[src/rtl/debounce_sync_variable_width_pkg.sv]
// Shared constants and helpers for the
// debounce_sync_variable_width input conditioner.
package debounce_sync_variable_width_pkg;

  localparam int unsigned DefWidth = 1;
  localparam int unsigned DefCount = 4;

  // Bits needed to hold values 0..v-1.
  function automatic int unsigned clog2(
    input int unsigned v
  );
    int unsigned r;
    r = 0;
    for (int i = 0; i < 32; i++) begin
      if ((64'd1 << i) < {32'd0, v}) begin
        r = i + 1;
      end
    end
    return r;
  endfunction

endpackage

[src/rtl/debounce_sync_variable_width_bit.sv]
// Single-bit conditioner: 2-flop synchroniser,
// saturating debounce counter and output flop.
module debounce_bit
  import debounce_sync_variable_width_pkg::*;
#(
  parameter int unsigned Debounce_Count = DefCount
) (
  input  logic clk,
  input  logic sres,
  input  logic ld_en,
  input  logic raw,
  output logic level,
  output logic busy
);

  localparam int unsigned Count_Bits =
    clog2(Debounce_Count + 1);
  localparam logic [Count_Bits-1:0] Last =
    Count_Bits'(Debounce_Count - 1);
  localparam logic [Count_Bits-1:0] One =
    Count_Bits'(1);

  logic                  sync1;
  logic                  sync2;
  logic [Count_Bits-1:0] count;

  // Free-running synchroniser, independent of ld_en.
  always_ff @(posedge clk) begin
    if (sres) begin
      sync1 <= 1'b0;
      sync2 <= 1'b0;
    end else begin
      sync1 <= raw;
      sync2 <= sync1;
    end
  end

  // Count enabled mismatching samples; any match restarts.
  always_ff @(posedge clk) begin
    if (sres) begin
      count <= '0;
      level <= 1'b0;
    end else if (ld_en) begin
      if (sync2 == level) begin
        count <= '0;
      end else if (count == Last) begin
        level <= sync2;
        count <= '0;
      end else begin
        count <= count + One;
      end
    end
  end

  assign busy = (count != '0);

endmodule

[src/rtl/debounce_sync_variable_width.sv]
// Width-parallel debounce/synchroniser; each bit
// is an independent debounce_bit instance.
module debounce_sync_variable_width
  import debounce_sync_variable_width_pkg::*;
#(
  parameter int unsigned Width          = DefWidth,
  parameter int unsigned Debounce_Count = DefCount
) (
  input  logic             clk,
  input  logic             sres,
  input  logic             ld_en,
  input  logic [Width-1:0] Level_In,
  output logic [Width-1:0] Level_Out,
  output logic [Width-1:0] Busy
);

  for (genvar i = 0; i < Width; i++) begin : g_bit
    debounce_bit #(
      .Debounce_Count(Debounce_Count)
    ) u_bit (
      .clk  (clk),
      .sres (sres),
      .ld_en(ld_en),
      .raw  (Level_In[i]),
      .level(Level_Out[i]),
      .busy (Busy[i])
    );
  end

endmodule

[config.mk]
export PLATFORM = sky130hd
export DESIGN_NAME = debounce_sync_variable_width
export DESIGN_NICKNAME = d
export VERILOG_FILES = /design/src/rtl/debounce_sync_variable_width_pkg.sv /design/src/rtl/debounce_sync_variable_width_bit.sv /design/src/rtl/debounce_sync_variable_width.sv
export SDC_FILE = /design/constraint.sdc
export NUM_CORES = 1
export LEC_CHECK = 0
export ABC_AREA = 1
export ABC_CLOCK_PERIOD_IN_PS = 1630
export CAP_MARGIN = 5
export CELL_PAD_IN_SITES_DETAIL_PLACEMENT = 0
export CELL_PAD_IN_SITES_GLOBAL_PLACEMENT = 1
export CORE_AREA = 2 2 39 41
export DETAILED_ROUTE_END_ITERATION = 6
export DIE_AREA = 0 0 41 43
export MAX_ROUTING_LAYER = met4
export PLACE_DENSITY = 0.55
export SLEW_MARGIN = 20
export SYNTH_ARGS = -nofsm -noshare
export SYNTH_HDL_FRONTEND = slang
export SYNTH_HIERARCHICAL = 1
export SYNTH_SLANG_ARGS = --single-unit
[constraint.sdc]
create_clock -name clk -period 1.63 [get_ports clk]
set_clock_uncertainty 0.1 [all_clocks]
set_input_delay 0.326 -clock clk [delete_from_list [all_inputs] [get_ports clk]]
set_output_delay 0.326 -clock clk [all_outputs]
set_load 0.01 [all_outputs]
# --- Yosys cells after proc, flatten, opt, wreduce, memory -nomap -nowiden ---
# Cells that the tools add are included.
# W data, S select, Z words.
word_totals:
  ff_bits: 6
  input_bits: 4
  wordCells: 12
op_classes:
  addsub: 1
  n_eq_ne: 2
  n_mux: 2
  bitwise_logic: 1
  n_reduce_logical: 2
ops:
  columns: ["op", "n"]
  rows:
  - ["$mux W3", 2]
  - ["$add A3 B1 Y3 const B", 1]
  - ["$eq A3 B2 Y1 const B", 1]
  - ["$reduce_and A3 Y1", 1]
  - ["$reduce_bool A3 Y1", 1]
  - ["$eq A1 B1 Y1", 1]
  - ["$not A1 Y1", 1]

# --- Longest topological paths before layout ---
logic_depth:
  ltp_word: 3
  mapped_depth: 5
  mapped_depth_nobuf: 5

# --- Worst setup path before layout ---
# OpenSTA, ideal clock, no wires.
synth_path:
  path_kind: "register -> output"
  start: "reg g_bit[0].u_bit.count[0]"
  end: "out Busy"
  arrival_ns: 0.643
  t_required_ns: 1.204
  setup_slack_ns: 0.561
  path_stages_with_launch: 4
  path_cell_list: "dfxtp_1 -> inv_1 -> ha_1 -> nand2_1"
synth_via:
  elab_chain_len: 1
synth_lines:
  columns: ["element", "line_no", "text"]
  rows:
  - ["start, declared", "debounce_sync_variable_width_bit.sv:25", "logic [Count_Bits-1:0] count;"]
  - ["start signal, assigned", "debounce_sync_variable_width_bit.sv:50", "count <= count + One;"]
  - ["$reduce_bool A3 Y1", "debounce_sync_variable_width_bit.sv:55", "assign busy = (count != '0);"]
  - ["end, declared", "debounce_sync_variable_width.sv:14", "output logic [Width-1:0] Busy"]
# No other way between the ends.

# --- Worst setup path in the final report ---
layout_path:
  start: "reg g_bit[0].u_bit.level"
  end: "out Level_Out"
layout_rtl:
  columns: ["element", "line_no", "text"]
  rows:
  - ["start, declared", "debounce_sync_variable_width_bit.sv:12", "output logic level,"]
  - ["start signal, assigned", "debounce_sync_variable_width_bit.sv:47", "level <= sync2;"]
  - ["end, declared", "debounce_sync_variable_width.sv:13", "output logic [Width-1:0] Level_Out,"]
# No word-level cell between the ends.

==> qor_table.md <==
| Result | Value |
| --- | --- |
| Status | completed |
| Endpoint of the lowest-slack register-to-register path | g_bit[0].u_bit/count[0] |
| Congestion Overflow GR | 0 |
| Maximum achievable frequency | 647 MHz |
| Hold bufs inserted after CTS | 0 |
| Post-placement cell count | 61 |
| Overall routing resource usage | 0.0865 |
| Final RePlAce weighted congestion | 0.702 |
| # rows | 14 |
| Number of endpoints with negative hold slack in the final report | 0 |
| Chip height | 43 µm |
| Antenna cells | 0 |
| Number of vias in the routed layout | 237 |
| Clk sink count | 6 |
| Most frequently used cell type in the post-synthesis netlist | nand2_1 |
| Width of the chip | 41 µm |
| M2 GR Usage | 0.0906 |
| Antenna violations before repair | 0 |
| Cells taking the most area after synthesis | dfxtp_1 (44%), nand2_1 (14%), inv_1 (11%), ha_1 (9.1%), a21oi_1 (5.5%) |
| Hold_sp | g_bit[0].u_bit/sync1 |
| Leakage power summed over all cells | 0.000166 µW |
| Actual slew at the worst max-slew pin | 0.159 ns |
| Post-synthesis register bit count | 6 |
| Critical Path Fanout Max | 3 |
| Unrepaired setup endpoints after global routing | false |
| Cells after Synth | 39 |
| Delay contributed by the slowest stage of the critical path | 0.54 ns |
| WP data arrival | 1.12 ns |
| Met1 capacity usage during global routing | 0.0903 |
| Clock-pin slew on the worst setup and hold paths | 0.04 ns |
| Final instance count without filler cells | 64 |
| Per-cell via count in the routed design | 3.70 |
| Crit path time final | 1.54 ns |
| Type of element capturing the critical path | output port |
| Number of enable-type register cells in the synthesized netlist | 0 |
| Number of gates on the worst path with buffers counted | 1 |
| Fin Hold WS | 0.299 ns |
| Worst EP required | 1.20 ns |
| Effective utilization at floorplan | 0.199 |
| Largest area contributor in the netlist | dfxtp_1 |
| Place WS | 0.0526 ns |
| Cell area after synthesis | 275 µm² |
| Most used flip-flop cell after synthesis | dfxtp_1 |
| Final count of negative-setup-slack endpoints | 0 |
| Inserted Clock Buffers | 3 |
| Startpoint types | flip-flop |
| Cell types with the highest counts after synthesis | nand2_1 (10), inv_1 (8), dfxtp_1 (6), a21oi_1 (3), nor2_1 (3) |
| # DRC | 0 |
| Worst max-slew margin expressed relative to the limit | 0.894 |
| Area inside the core boundary | 1380 µm² |
| Setup crit start | g_bit[0].u_bit/level |
| Maximum number of pins on one net before global-route repair | 5 |
| Share of Yosys cell area claimed by the top area cell type | 0.436 |
| Number of top-level pins | 6 |
| Layout cell share with drive strength beyond 1 | 0.146 |
| Async S/R FF share, synth | 0 |
| Buf+Inv Stages, Crit Path | 1 |
| Final period util | 0.948 |
| Setup tns final | 0 ns |
| FF-to-FF path depth | 5 |
| Class of the worst hold path | flip-flop to flip-flop |
| Worst Setup Path Type | flip-flop to output port |
| Root buffer cell | clkbuf_4 |
| Avg Inst Size Synth | 7.06 µm² |
| Slowest CP cell | clkdlybuf4s50_1 |
| Total power per unit cell area | 864 nW/µm² |
| Port Buffers | 5 |
| CTS Buffer Depth | 2 |
| Cell Chain, Critical Path | clkdlybuf4s50_1 |
| Final wirelength | 481 µm |
| Worst setup slack for register-to-register paths | 0.52 ns |
| Post-synthesis to final-layout area growth | 36.4% |
| DIE AREA | 1760 µm² |
| Launch point of the worst reg-to-reg path | g_bit[0].u_bit/count[1] |
| Yosys cell types | 11 |
| Worst VDD drop | 0.329 mV |
| Worst-skew pair later-pin latency | 0.25 ns |
| Peak-usage layer in the global routing report | met4 |
| Count of antenna-violating nets left after detailed routing | 0 |
| Number of pins with negative max-slew slack in the final report | 0 |
| Area post-placement | 353 µm² |
| HPWL Detailed | 367 µm |
| Count of maximum capacitance violations | 0 |
| Iteration count of the initial detailed-routing pass | 2 |
| Average routed wire per standard cell | 7.52 µm |
| Vias in the first global route | 230 |
| Final worst setup slack | 0.0850 ns |
| DR iter-0 viols | 7 |
| Global-route wire length before repair | 869 µm |
| Sequential area share after synthesis | 0.436 |
| H-tree level count | 1 |
| Final Instance Area | 375 µm² |
| Cell family with the largest share of critical-path delay | buffers and inverters |
| Nets | 56 |
| Synthesis warning total | 6 |
| Post-Synthesis Net Count | 45 |
| Worst setup endpoint | Level_Out |
| Clock tree from TritonCTS | done |
| Met3 global-route usage | 0.0314 |
## per-stage QoR
stage / power [µW] / util
2_1_floorplan: 172 / -
3_3_place_gp: 191 / 0.255
3_5_place_dp: 190 / 0.255
4_1_cts: 334 / 0.270
5_1_grt: 348 / 0.271
6_report: 324 / 0.271
## metal layers
layer	wire, µm	part of all wire
met5	0	0
met1	237	0.49
met3	22	0.046
met2	183	0.38
met4	36	0.075
## sequential cells by signal (all words and copies together), names as in the netlist
signal             flops
g_bit.u_bit/level      1
g_bit.u_bit/count      3
g_bit.u_bit/sync1      1
g_bit.u_bit/sync2      1
## cell usage in the layout, fill, tap and decap left out
master,instances
o21ai_1,1
clkdlybuf4s15_1,1
a21oi_2,1
inv_1,8
dfxtp_1,6
o21ai_0,2
a21oi_1,3
nor2_1,3
clkdlybuf4s50_1,4
clkbuf_4,3
ha_1,2
nor3_1,1
nand2_1,10
inv_2,2
buf_4,1
## worst min path at each step
stage / end / slack, ns / depth (start not counted)
detailed placement: g_bit[0].u_bit/sync2 / 0.30 / 2
floorplan: g_bit[0].u_bit/sync2 / 0.29 / 2
global route: g_bit[0].u_bit/sync2 / 0.33 / 2
CTS: g_bit[0].u_bit/sync2 / 0.30 / 2
global placement: g_bit[0].u_bit/sync2 / 0.29 / 2
finish: g_bit[0].u_bit/sync2 / 0.30 / 2
## repair_timing
item | 4_1_cts | 5_1_grt
setup endpoints to repair | 1 | 1
gates cloned | 0 | 0
setup buffers | 0 | 0
gates resized for setup | 1 | 1
## logic make-up (layout without fill, tap and decap cells)
group	after synthesis	count (layout)	share of synthesized area
adders and majority gates	2	2	0.0909
DFF	6	6	0.436
and+or+nand+nor	14	14	0.195
AOI/OAI and AO/OA	7	7	0.141
buffers and inverters	10	19	0.136
## area by class of cell
class / instances / area (µm²)
multi-input combinational: 23 / 118
inverter: 10 / 37.5
fill: 162 / 1010
clock buffer: 3 / 22.5
timing repair buffer: 6 / 57.6
sequential: 6 / 120
tap: 16 / 20.0
## power breakdown
group	switching (µW)	total, µW	leakage [µW]	internal [µW]
registers	2.10	154	0.0000490	152
clock network	55.0	138	0.0000138	83.4
logic	15.2	31.7	0.000103	16.6
total	72.2	324	0.000166	252
Power figures use the tool's default switching activity.
